File: src/rtl/filter_coef_ctrl.sv
// rtl/filter_coef_ctrl.sv - shadow/active coefficient banks for the 5x5 Y-channel filter
// Host writes the shadow bank; a commit is copied to the active bank at the next frame start.
module filter_coef_ctrl #(
  parameter int COEF_WIDTH = 10,
  parameter int ADDR_WIDTH = 5
) (
  input  logic                    clk,
  input  logic                    rst,
  input  logic                    i_vs,
  input  logic                    i_wr_en,
  input  logic [ADDR_WIDTH-1:0]   i_wr_addr,
  input  logic [COEF_WIDTH-1:0]   i_wr_data,
  output logic                    o_wr_ready,
  input  logic                    i_commit,
  input  logic [ADDR_WIDTH-1:0]   i_rd_addr,
  output logic [COEF_WIDTH-1:0]   o_rd_data,
  input  logic                    i_err_clr,
  output logic                    o_err,
  output logic                    o_pending,
  output logic                    o_apply_done,
  output logic                    o_bypass,
  output logic [25*COEF_WIDTH-1:0] o_coef
);

  localparam logic [1:0] S_IDLE  = 2'd0;
  localparam logic [1:0] S_PEND  = 2'd1;
  localparam logic [1:0] S_APPLY = 2'd2;
  localparam logic [ADDR_WIDTH-1:0] BYP_ADDR = ADDR_WIDTH'(25);

  logic [1:0]            state;
  logic                  vs_d;
  logic                  vs_rise;
  logic                  vs_rise_q;
  logic [COEF_WIDTH-1:0] shadow [25];
  logic [COEF_WIDTH-1:0] active [25];
  logic                  shadow_byp;
  logic                  active_byp;
  logic                  in_idle;
  logic                  addr_ok;
  logic                  wr_fire;
  logic                  err_set;
  logic [COEF_WIDTH-1:0] rd_next;

  assign vs_rise = i_vs & ~vs_d;
  assign in_idle = (state == S_IDLE);
  assign addr_ok = (i_wr_addr <= BYP_ADDR);
  assign wr_fire = i_wr_en & in_idle & addr_ok;
  assign err_set = (i_wr_en & (~in_idle | ~addr_ok)) | (i_commit & ~in_idle);

  assign o_wr_ready   = in_idle & ~rst;
  assign o_pending    = (state == S_PEND) | (state == S_APPLY);
  assign o_apply_done = (state == S_APPLY);
  assign o_bypass     = active_byp;

  for (genvar g = 0; g < 25; g++) begin : g_pack
    assign o_coef[g*COEF_WIDTH +: COEF_WIDTH] = active[g];
  end

  // Edge qualified only while pending, so a rise coinciding with the commit is ignored.
  always_ff @(posedge clk or posedge rst) begin
    if (rst) begin
      state     <= S_IDLE;
      vs_d      <= 1'b0;
      vs_rise_q <= 1'b0;
    end else begin
      vs_d      <= i_vs;
      vs_rise_q <= vs_rise & (state == S_PEND);
      case (state)
        S_IDLE:  if (i_commit) state <= S_PEND;
        S_PEND:  if (vs_rise_q) state <= S_APPLY;
        S_APPLY: state <= S_IDLE;
        default: state <= S_IDLE;
      endcase
    end
  end

  always_ff @(posedge clk or posedge rst) begin
    if (rst) begin
      for (int i = 0; i < 25; i++) begin
        shadow[i] <= '0;
        active[i] <= '0;
      end
      shadow_byp <= 1'b1;
      active_byp <= 1'b1;
    end else begin
      if (wr_fire) begin
        if (i_wr_addr == BYP_ADDR) shadow_byp <= i_wr_data[0];
        else                       shadow[i_wr_addr] <= i_wr_data;
      end
      if (state == S_APPLY) begin
        for (int i = 0; i < 25; i++) active[i] <= shadow[i];
        active_byp <= shadow_byp;
      end
    end
  end

  always_comb begin
    rd_next = '0;
    if (i_rd_addr < BYP_ADDR)       rd_next = shadow[i_rd_addr];
    else if (i_rd_addr == BYP_ADDR) rd_next = {{(COEF_WIDTH-1){1'b0}}, shadow_byp};
  end

  always_ff @(posedge clk or posedge rst) begin
    if (rst) begin
      o_rd_data <= '0;
      o_err     <= 1'b0;
    end else begin
      o_rd_data <= rd_next;
      if (err_set)        o_err <= 1'b1;
      else if (i_err_clr) o_err <= 1'b0;
    end
  end

endmodule
File: config.mk
export PLATFORM = sky130hd
export DESIGN_NAME = filter_coef_ctrl
export DESIGN_NICKNAME = d
export VERILOG_FILES = /design/src/rtl/filter_coef_ctrl.sv
export SDC_FILE = /design/constraint.sdc
export NUM_CORES = 1
export LEC_CHECK = 0
export CAP_MARGIN = 20
export CORE_MARGIN = 5
export CORE_UTILIZATION = 50
export CTS_CLUSTER_DIAMETER = 120
export DETAILED_ROUTE_END_ITERATION = 8
export PLACE_DENSITY = 0.77
export SETUP_SLACK_MARGIN = 0.5
export SYNTH_ARGS = -nofsm -noshare
export SYNTH_HDL_FRONTEND = slang
export SYNTH_SLANG_ARGS = --single-unit
File: constraint.sdc
create_clock -name clk -period 18.15 [get_ports clk]
set_input_delay 3.63 -clock clk [delete_from_list [all_inputs] [get_ports clk]]
set_output_delay 3.63 -clock clk [all_outputs]
set_load 0.01 [all_outputs]
==> impl_metrics.toml, run 1 <==
[detailed_routing]
drtIter0Drc = 930
vias = 12600
vias_per_cell = 5.79
first_pass_iters = 5
ant_nets = 0
wire_per_inst_um = 25.9
drc = 0
finalWirelength_um = 56100

[logic_synthesis]
syn_area_per_cell_um2 = 16.3
netlist_area_um2 = 21200
synth_ff_type = "dfrtp_1"
post_synth_main_area_contributors = "dfrtp_1, mux2_2, mux4_2, clkbuf_1, mux2i_1"
synthTopCellsByCount = "dfrtp_1, mux2_2, mux4_2"
synth-edff-count = 0
synth_top_area_frac = 0.608
synth_async_sr_flop_share = 1.00
yosysWarnings = 0
synth.most_common_cell = "dfrtp_1"
yosysTopAreaCell = "dfrtp_1"
syn_nets = 1327
synth-seq-cells = 517
synth_seq_area_share = 0.611
synth_cell_type_count = 41
syn_inst = 1298

[setup_path]
crit_fanout = 2
crit_chain = "clkdlybuf4s50_1 -> nor2b_1 -> clkdlybuf4s50_1"
crit_top_cell = "clkdlybuf4s50_1"
cp-start-kind = "input pin"
cpPeakStageDelay_ps = 540
crit_path_top_delay_cell = "clkdlybuf4s50_1"
end_kind = "output pin"
cp_data_required_time_ps = 14520
worstPathArrival_ps = 4770
critPathKind = "input pin to output pin"

[timing]
max_slew_margin = 0.258
fmax_mhz = 119
drv_slew = 0
fin_worst_skew_ps = 26.6
final-hold-violation-count = 0
rsz0062_at_grt = "no"
finalSetupTns_ps = 0
timing.final.crit_period_ps = 8400
final.period_utilization = 0.463
worst_pin_slew_ps = 1110
finalSetupViolations = 0

[cells_and_area]
fin_area_um2 = 26400
fillers = 3029
drive_gt1_frac = 0.420
area_growth_pct = 24.5
nNetsFinal = 1616

[clock_tree]
clockBufferDepth = 3
cts_root_buf = "clkbuf_16"
hold_buffers = 0
clock_latency_ps = 600
cts_tree = "done"
cts_resized = 0
postCtsSetupBuffers = 0
clk_pin_slew_ps = 60
htreeDepth = 2
cts.sinks = 517
cts_made_buffers = 53

[floorplanning]
coreArea_um2 = 41900
io_pins = 291
initial_core_util = 0.505
row_count = 75
fp.dieH_um = 216
die_x_um = 216
dieArea_um2 = 46600

[power]
clkPwrFrac = 0.234
leakage_nw = 12.1
p_per_area_nw_per_um2 = 173
power.switching_mw = 1.37
vdd_drop_max_v = 0.000107
p_seq_frac = 0.434
intPower_mw = 3.19
swShare = 0.300
p_comb_frac = 0.332
total_power_mw = 4.56

[grt]
antenna_found_initial = 2
overflow = 0
track_usage = 0.239
grt_start_max_net_pins = 205
grt_pass1_vias = 13400
grt_pass1_wl_um = 85200

[placed_design]
dp.final_hpwl_um = 37900
placement.cell_area_um2 = 24600
gp_congestion = 0.857
port_buffers = 290

[worst_hold_path]
min_path_type = "register to register"

[flow_run]
maxCapViolations = 0

[status]
status = "finished clean"
==> power by group through the flow <==
stage          Clock [mW]  Combinational (mW)  Sequential (mW)
2_1_floorplan           0               0.638             1.99
3_3_place_gp            0                1.49             1.97
3_5_place_dp            0                1.52             1.99
4_1_cts              1.08                1.53             1.97
5_1_grt              1.14                1.61             2.03
6_report             1.06                1.51             1.98
==> worst max-delay path, delay by kind of cell <==
kind | cells | cell delay (ps)
simple gates | 1 | 130
buf+inv | 2 | 1000
==> cell usage in the layout, fill, tap and decap left out, types with 3 or more instances in the layout <==
cell type,count
dfrtp_1,515
mux2_2,504
clkdlybuf4s50_1,288
mux4_2,55
clkbuf_16,53
clkbuf_1,20
nand2_1,18
buf_4,15
mux2i_1,14
o22ai_1,13
nor2_2,12
clkbuf_8,12
nand3_1,9
nor2b_1,8
nand2b_1,7
nor2_1,7
a22oi_1,7
a311oi_1,5
a21oi_1,5
inv_1,4
clkinv_2,4
nor3_4,3
o221ai_1,3
a221oi_1,3
a211oi_1,3
clkinvlp_4,3
nand2_2,3
o21ai_0,3
==> layer usage <==
layer | part of all wire | global-route usage
met4 | 0.030 | 0.0738
met5 | 0.00020 | 0
met1 | 0.44 | 0.339
met2 | 0.47 | 0.379
met3 | 0.062 | 0.0481
==> flip-flops by register name, summed over array words and instances (netlist names) <==
signal and flops:
o_bypass 1, o_coef 250, o_err 1, o_rd_data 10, shadow 250, shadow_byp 1
state 2, vs_d 1, vs_rise_q 1
==> cell families (layout without fill, tap and decap cells) <==
family | count (synthesis) | after routing | synth area share
adder cells (fa/ha/maj) | 3 | 3 | 0.00177
flip-flops | 517 | 517 | 0.611
buffers and inverters | 80 | 410 | 0.0165
other | 0 | 1 | 0
AND/OR/NAND/NOR | 81 | 81 | 0.0236
AO/OA/AOI/OAI | 44 | 44 | 0.0146
multiplexers | 573 | 573 | 0.333
==> path summary, 6_finish.rpt <==
kind / slack (ps) / endpoint / cells past startpoint / startpoint
hold / removal: 410 / vs_rise_q$_DFF_PP0_ / 1 / vs_d$_DFF_PP0_
setup reg to reg: 14650 / o_coef[154]$_DFFE_PP0P_ / 6 / state[0]$_DFFE_PP0P_
max in group asynchronous: 12400 / o_coef[235]$_DFFE_PP0P_ / 5 / rst
hold reg to reg: 410 / vs_rise_q$_DFF_PP0_ / 1 / vs_d$_DFF_PP0_
setup / recovery: 9750 / o_wr_ready / 3 / rst
min in group asynchronous: 3560 / state[0]$_DFFE_PP0P_ / 2 / rst
==> cell type report <==
| cell class | count | area, µm² | share of cell area |
|---|---|---|---|
| Inverter | 5 | 22.5 | 0.000854 |
| Multi-Input combinational cell | 701 | 7910 | 0.300 |
| Timing Repair Buffer | 309 | 3120 | 0.118 |
| Clock buffer | 85 | 1570 | 0.0594 |
| Antenna cell | 1 | 2.50 | 0.0000949 |
| Clock inverter | 11 | 136 | 0.00517 |
| Sequential cell | 517 | 12900 | 0.491 |
| Tap cell | 539 | 674 | 0.0256 |
==> metrics by stage <==
stage	setup slack, ps	utilization	std cells	hold slack (ps)
global placement	9750	0.586	2067	384
global route	9710	0.629	2168	422
floorplan	7500	-	1298	377
CTS	9750	0.627	2164	412
finish	9750	0.629	2168	409
detailed placement	9770	0.586	2068	404
Note: power is estimated with default switching activity, not from simulation.
==> run 2: changes to the inputs <==
- CORE_UTILIZATION: 50 -> 55
- PLACE_DENSITY: 0.77 -> 0.8
- clock period: 18.15 -> 8.36 ns (I/O delays scaled with it)
==> run 2 against run 1 <==
Clock skew down 13 ps; register-to-register slack worse by 9700 ps; via count up 0.97%; non-clock buffer count down 2; routed wire length down 1.5%; sequential cell count unchanged; global-route usage up 2.3 points; count of clock-buffer cells in the layout down 12; critical path type unchanged; critical endpoint unchanged; largest power group unchanged.
==> impl_metrics.toml, run 2 (synthesis results as in run 1) <==
[status]
status = "finished clean"

[grt]
overflow = 0
antenna_found_initial = 6
track_usage = 0.262
grt_pass1_vias = 13000
grt_start_max_net_pins = 202
grt_pass1_wl_um = 83600

[power]
intPower_mw = 7.04
power.switching_mw = 2.95
vdd_drop_max_v = 0.000236
p_seq_frac = 0.426
p_comb_frac = 0.330
clkPwrFrac = 0.244
p_per_area_nw_per_um2 = 379
swShare = 0.295
leakage_nw = 12.1

[setup_path]
crit_path_top_delay_cell = "clkdlybuf4s50_1"
crit_buf_inv = 2
worstPathArrival_ps = 2790
cp_data_required_time_ps = 6690
cp-start-kind = "input pin"
critPathKind = "input pin to output pin"
crit_fanout = 2
cpPeakStageDelay_ps = 540
crit_family = "buffers and inverters"
end_kind = "output pin"
crit_top_cell = "clkdlybuf4s50_1"
crit_chain = "clkdlybuf4s50_1 -> nor2b_1 -> clkdlybuf4s50_1"

[timing]
fmax_mhz = 224
final-hold-violation-count = 0
timing.final.crit_period_ps = 4470
rsz0062_at_grt = "no"
final.period_utilization = 0.534
max_slew_margin = 0.224
drv_slew = 0
fin_worst_skew_ps = 13.9
setup_ws_ps = 3890
finalSetupViolations = 0
worst_pin_slew_ps = 1160
finalSetupTns_ps = 0

[clock_tree]
htreeDepth = 2
cts_made_buffers = 52
clk_pin_slew_ps = 60
cts_resized = 0
cts_root_buf = "clkbuf_16"
cts.sinks = 517
postCtsSetupBuffers = 0
hold_buffers = 0
clockBufferDepth = 3
cts_tree = "done"
clock_latency_ps = 580

[floorplanning]
coreArea_um2 = 38400
fp.dieH_um = 206
initial_core_util = 0.552
die_x_um = 206
row_count = 72
dieArea_um2 = 42600
io_pins = 291

[detailed_routing]
first_pass_iters = 4
drc = 0
ant_nets = 0
vias_per_cell = 5.91
drtIter0Drc = 889
vias = 12700
finalWirelength_um = 55200
wire_per_inst_um = 25.7

[cells_and_area]
final_common_cell = "dfrtp_1"
drive_gt1_frac = 0.425
final_cell_mix = "dfrtp_1, mux2_2, clkdlybuf4s50_1, mux4_2, clkbuf_16"
fin_area_um2 = 26400
nNetsFinal = 1613
area_growth_pct = 24.5
fin_util = 0.688

[placed_design]
port_buffers = 290
gp_congestion = 0.833
dp.final_hpwl_um = 37100
placement.cell_area_um2 = 24600
pre_cts_ws_ps = 3890

[flow_run]
maxCapViolations = 0

[worst_hold_path]
min_path_type = "register to register"
==> run 2: changes by cell type in the layout (fill, tap and decap cells not counted), moves of 2 or more <==
cell / previous run / this run
bufinv_16: 2 / 7
clkinv_2: 4 / 12
diode_2: 1 / 4
buf_16: 2 / 0
clkbuf_1: 20 / 9
clkinv_8: 2 / 0
==> run 2: worst paths after layout <==
path / start / endpoint / slack, ps / cells after the start
worst max-delay path: rst / o_wr_ready / 3890 / 3
worst min-delay path: vs_d$_DFF_PP0_ / vs_rise_q$_DFF_PP0_ / 410 / 1
min in group asynchronous: rst / shadow[142]$_DFFE_PP0P_ / 1640 / 2
max in group asynchronous: rst / shadow[43]$_DFFE_PP0P_ / 5180 / 3
worst max register to register: state[0]$_DFFE_PP0P_ / o_coef[223]$_DFFE_PP0P_ / 4950 / 5
worst min register to register: vs_d$_DFF_PP0_ / vs_rise_q$_DFF_PP0_ / 410 / 1
==> run 2: area by class of cell <==
type	instances	area, µm²
Multi-Input combinational cell	701	7910
Sequential cell	517	12900
Inverter	5	22.5
Tap cell	518	648
Antenna cell	4	10.0
Clock inverter	21	285
Timing Repair Buffer	307	3060
Fill cell	2646	12000
Clock buffer	73	1510
==> run 2: metal layers <==
| layer | track usage | share of wire | vias to the layer above |
|---|---|---|---|
| met3 | 0.0521 | 0.066 | 94 |
| li1 | - | - | 5356 |
| met5 | 0 | 0.00049 | - |
| met1 | 0.379 | 0.43 | 6776 |
| met2 | 0.407 | 0.47 | 443 |
| met4 | 0.0822 | 0.030 | 4 |
==> run 2: power by group through the flow <==
stage | clock, mW | combinational [mW] | sequential (mW)
2_1_floorplan | 0 | 1.38 | 4.31
3_3_place_gp | 0 | 3.24 | 4.24
3_5_place_dp | 0 | 3.31 | 4.29
4_1_cts | 2.48 | 3.34 | 4.26
5_1_grt | 2.59 | 3.51 | 4.37
6_report | 2.44 | 3.29 | 4.26
==> run 2: stage by stage <==
stage / hold slack, ps / total power [mW] / std cells
global route: 425 / 10.5 / 2146
CTS: 407 / 10.1 / 2142
floorplan: 377 / 5.70 / 1298
finish: 407 / 9.99 / 2146
global placement: 383 / 7.49 / 2047
detailed placement: 400 / 7.60 / 2048
